File: config.mk
export PLATFORM = sky130hd
export DESIGN_NAME = rd_hold_buf_flat
export DESIGN_NICKNAME = d
export VERILOG_FILES = /design/src/rtl/rd_hold_buf_if.sv /design/src/rtl/rd_hold_buf.sv /design/src/flat_wrapper.sv
export SDC_FILE = /design/constraint.sdc
export NUM_CORES = 1
export LEC_CHECK = 0
export ABC_AREA = 1
export CORE_UTILIZATION = 48
export CTS_BUF_LIST = sky130_fd_sc_hd__clkbuf_8
export CTS_CLUSTER_SIZE = 16
export DETAILED_ROUTE_END_ITERATION = 8
export PLACE_DENSITY_LB_ADDON = 0.1
export SLEW_MARGIN = 20
export SYNTH_ARGS = -nofsm -noshare
export SYNTH_HDL_FRONTEND = slang
export SYNTH_SLANG_ARGS = --single-unit
File: constraint.sdc
create_clock -name clk -period 2.03 [get_ports clk]
set_clock_uncertainty 0.1 [all_clocks]
set_input_delay 0.406 -clock clk [delete_from_list [all_inputs] [get_ports clk]]
set_output_delay 0.406 -clock clk [all_outputs]
set_load 0.01 [all_outputs]
File: src/rtl/rd_hold_buf_if.sv
// Handshake bundle for rd_hold_buf: producer write side and
// four-phase rd/rd_ack consumer side.
interface rd_hold_buf_if #(
   parameter int WIDTH = 4
);
   logic             wr_valid;
   logic [WIDTH-1:0] wr_data;
   logic             wr_ready;
   logic             rd;
   logic [WIDTH-1:0] data_out;
   logic             rd_ack;

   modport master (
      output wr_valid,
      output wr_data,
      output rd_ack,
      input  wr_ready,
      input  rd,
      input  data_out
   );

   modport slave (
      input  wr_valid,
      input  wr_data,
      input  rd_ack,
      output wr_ready,
      output rd,
      output data_out
   );
endinterface

File: src/rtl/rd_hold_buf.sv
// Single-entry hold buffer: accepts one beat, presents it on a
// four-phase rd/rd_ack handshake, and tracks ack latency and errors.
module rd_hold_buf #(
   parameter int WIDTH   = 4,
   parameter int TIMEOUT = 16
) (
   input  logic       clk,
   input  logic       reset,
   rd_hold_buf_if.slave bus,
   output logic [7:0] ack_lat,
   output logic       timeout_err,
   output logic       proto_err
);

   typedef enum logic [1:0] {
      IDLE,
      REQ,
      ACK_LOW
   } state_t;

   localparam logic [8:0] TO_LIM = 9'(TIMEOUT);

   state_t           state;
   state_t           state_d;
   logic [WIDTH-1:0] data_q;
   logic [WIDTH-1:0] data_d;
   logic [7:0]       lat_d;
   logic [8:0]       lat_inc;
   logic             te_d;
   logic             pe_d;

   always_comb begin
      state_d = state;
      data_d  = data_q;
      lat_d   = ack_lat;
      te_d    = timeout_err;
      pe_d    = proto_err;
      lat_inc = {1'b0, ack_lat} + 9'd1;
      unique case (state)
         IDLE: begin
            // ack with nothing outstanding is flagged, but never blocks an accept
            if (bus.rd_ack)
               pe_d = 1'b1;
            if (bus.wr_valid) begin
               data_d  = bus.wr_data;
               lat_d   = 8'd0;
               state_d = REQ;
            end
         end
         REQ: begin
            if (bus.rd_ack) begin
               state_d = ACK_LOW;
            end else begin
               if (ack_lat != 8'hFF)
                  lat_d = lat_inc[7:0];
               if (lat_inc == TO_LIM)
                  te_d = 1'b1;
            end
         end
         ACK_LOW: begin
            if (!bus.rd_ack)
               state_d = IDLE;
         end
         default: state_d = IDLE;
      endcase
   end

   always_ff @(posedge clk) begin
      if (reset) begin
         state       <= IDLE;
         data_q      <= '0;
         ack_lat     <= 8'd0;
         timeout_err <= 1'b0;
         proto_err   <= 1'b0;
      end else begin
         state       <= state_d;
         data_q      <= data_d;
         ack_lat     <= lat_d;
         timeout_err <= te_d;
         proto_err   <= pe_d;
      end
   end

   assign bus.wr_ready = (state == IDLE);
   assign bus.rd       = (state == REQ);
   assign bus.data_out = data_q;

endmodule

File: src/flat_wrapper.sv
// flat-port wrapper written by rule: the top's interface ports become plain ports
module rd_hold_buf_flat 
#(
   parameter int WIDTH   = 4,
   parameter int TIMEOUT = 16
)
  (clk, reset, ack_lat, timeout_err, proto_err, bus_wr_valid, bus_wr_data, bus_rd_ack, bus_wr_ready, bus_rd, bus_data_out);
  rd_hold_buf_if #(.WIDTH(WIDTH)) bus_i ();
  input  logic clk;
  input  logic reset;
  output logic [7:0] ack_lat;
  output logic timeout_err;
  output logic proto_err;
  input wire logic [$bits(bus_i.wr_valid)-1:0] bus_wr_valid;
  input wire logic [$bits(bus_i.wr_data)-1:0] bus_wr_data;
  input wire logic [$bits(bus_i.rd_ack)-1:0] bus_rd_ack;
  output wire logic [$bits(bus_i.wr_ready)-1:0] bus_wr_ready;
  output wire logic [$bits(bus_i.rd)-1:0] bus_rd;
  output wire logic [$bits(bus_i.data_out)-1:0] bus_data_out;
  assign bus_i.wr_valid = bus_wr_valid;
  assign bus_i.wr_data = bus_wr_data;
  assign bus_i.rd_ack = bus_rd_ack;
  assign bus_wr_ready = bus_i.wr_ready;
  assign bus_rd = bus_i.rd;
  assign bus_data_out = bus_i.data_out;
  rd_hold_buf #(.WIDTH(WIDTH), .TIMEOUT(TIMEOUT)) u_core (.clk(clk), .reset(reset), .bus(bus_i), .ack_lat(ack_lat), .timeout_err(timeout_err), .proto_err(proto_err));
endmodule
==> run metrics <==
CTS Hold Bufs 0; CP Depth 3; I/O Buffers 23; RD Place Congestion 0.8596; fill count 141; Crit path max-delay family buffers and inverters; Worst-Skew Late Latency 0.26 ns; Initial Util 52.92%; largest net degree at the start of global routing 13; synth top area cells dfxtp_1 (39%), nor2_1 (13%), nand2_1 (7.8%), o21ai_0 (5.5%), inv_1 (5.5%); crit start category flop; post-DP HPWL 1446 um; CP Buf/Inv Count 2; Worst Setup EP bus_rd; Max Used Layer met4; PwrDens 715.7 nW/um2; Area Overhead vs Synth 35.28%; Root Driver clkbuf_8; clk slew on worst S/H paths 0.06 ns; CP startpoint u_core.state[0]$_SDFFE_PP0P_; DR vias/cell 5.242; Reg2Reg Depth 8; post-synthesis sequential area ratio 39.26%; Yosys reg bits 16; grt total ovfl 0; Synth cell types 23; CTS tree built; Slew HR 78.74%; # setup viols final 0; final hold viol count 0; area share of the largest cell type after synthesis 39.26%; R2R Path End u_core.ack_lat[6]$_SDFFE_PP0P_; # diodes 0; hold crit path type reg -> reg; Main synth FF type dfxtp_1; ANT nets after route 0; Final min period 1.932 ns; slowest library cell on the worst path clkdlybuf4s50_1; first-pass GRT wire length 3105 um; # IOs 24; reg2reg start u_core.ack_lat[0]$_SDFFE_PP0P_; Peak supply drop 0.7291 mV; dominant cell type by area after synthesis dfxtp_1; kind of critical path reg -> out; row cnt 14; routed length on met2 881 um; # Max-Cap Violations 0; CP Cell Sequence inv_2 > nor2_4 > clkdlybuf4s50_1; cts repair resizes 0; Design Power 0.7898 mW; WL per Instance 11.93 um; number of synthesized flops with an enable pin 0; Arr. time, crit path 1.43 ns; met3 wire length 161 um; dpl cells 158; 1st-iter DRT viols 43; GRT Total Usage 23.10%; die area 1868 um2; Final Cycle Share 95.19%; CTS sink cnt 16; Core ar. 1541 um2; top-count cell post-synth nor2_1; Metal-1 WL 843 um; outcome completed; worst endpoint required time 1.52 ns; vias in the first global route 714; drt drc 0; crit-path max FO 7; H-tree levels 1; flop-to-flop setup slack 0.34 ns; Final TNS setup 0 ns; Syn Area/Cell 6.798 um2; Routed WL 1921 um; Die Ht 43.23 um; RSZ-0062 raised after global routing false; Die W 43.23 um; Worst Max-Slew Pin Slew 0.3177 ns; setup bufs post-CTS 0; max incr delay on CP 0.57 ns; layout cells sized above 1 12.41%; Post-Syn Instances 120; Synth top cells by count nor2_1 (28), nand2_1 (17), dfxtp_1 (16); Syn. warnings 0; Detailed Routing Iterations Pass 1 4; P_leak 0.4520 nW; nets@finish 156; Finished Layout Cells 161; TritonCTS buffer count 3; asr flop ratio synth 0%; mapped cell area 815.8 um2; initial antenna violation count 0; maximum root-to-sink buffer count 2; vias 844; Final Max Slew Viols 0; CP Capture Type output port; Syn Nets 129; FMAX 0.5175 GHz
-- state kept, by name (all words and copies together) (netlist names) --
name,flops
u_core.ack_lat,8
u_core.bus.data_out,4
u_core.state,2
u_core.proto_err,1
u_core.timeout_err,1
-- where the power goes --
group          switching (mW)  internal, mW  leakage, nW
Clock                   0.107         0.132       0.0216
Sequential             0.0266         0.339        0.132
Combinational          0.0961        0.0886        0.299
-- placed cells by master (no fill, tap or decap), types with 3 or more instances in the layout --
master           instances
inv_1                   12
clkbuf_8                 3
dfxtp_1                 16
o21ai_1                  5
inv_2                    3
nand2_1                 17
nor2_1                  28
a21oi_1                  6
nand2_2                  4
nand3_1                  7
clkdlybuf4s50_1         23
o21ai_0                  9
-- tightest hold or removal path: cells and delay by family (launching register included) --
kind             cells  cell delay, ns
and+or+nand+nor      2            0.11
DFF                  1            0.33
-- how the worst min path moves through the flow --
stage                                     from                         endpoint  slack [ns]  cells after the start
2_1_floorplan                            reset     u_core.state[0]$_SDFFE_PP0P_        0.38                      1
3_3_place_gp   u_core.timeout_err$_SDFFE_PP0P_  u_core.timeout_err$_SDFFE_PP0P_        0.35                      2
3_5_place_dp   u_core.timeout_err$_SDFFE_PP0P_  u_core.timeout_err$_SDFFE_PP0P_        0.36                      2
4_1_cts        u_core.timeout_err$_SDFFE_PP0P_  u_core.timeout_err$_SDFFE_PP0P_        0.38                      2
5_1_grt        u_core.timeout_err$_SDFFE_PP0P_  u_core.timeout_err$_SDFFE_PP0P_        0.42                      2
6_report       u_core.timeout_err$_SDFFE_PP0P_  u_core.timeout_err$_SDFFE_PP0P_        0.37                      2
-- routing by layer --
layer | vias up | track usage, %
met5 | - | 0
met4 | 0 | 10.91
met3 | 5 | 8.936
met2 | 34 | 33.73
met1 | 369 | 29.58
li1 | 436 | -
-- kinds of logic after synthesis --
group	count (synthesis)	share of synthesized area, %
buffers and inverters	17	8.128
AO/OA/AOI/OAI	24	16.26
adder cells (fa/ha/maj)	1	1.533
flip-flops	16	39.26
AND/OR/NAND/NOR	62	34.82
-- per-stage QoR --
stage	util [%]	hold WS (ns)	setup slack (ns)	area, um2
5_1_grt	71.59	0.4152	0.04608	1104
4_1_cts	71.59	0.3754	0.08839	1104
2_1_floorplan	-	0.3751	0.5170	815.8
6_report	71.59	0.3708	0.09760	1104
3_5_place_dp	68.91	0.3613	0.3445	1062
3_3_place_gp	68.91	0.3516	0.3771	1062
-- area by class of cell --
class                           count  area (um2)  area share, %
Tap cell                           16       20.02          1.814
Sequential cell                    16       320.3          29.02
Inverter                           16       62.56          5.669
Clock buffer                        3       41.29          3.741
Multi-Input combinational cell     87       429.2          38.89
Timing Repair Buffer               23       230.2          20.86
No activity file was read; power rests on OpenSTA's default activity.
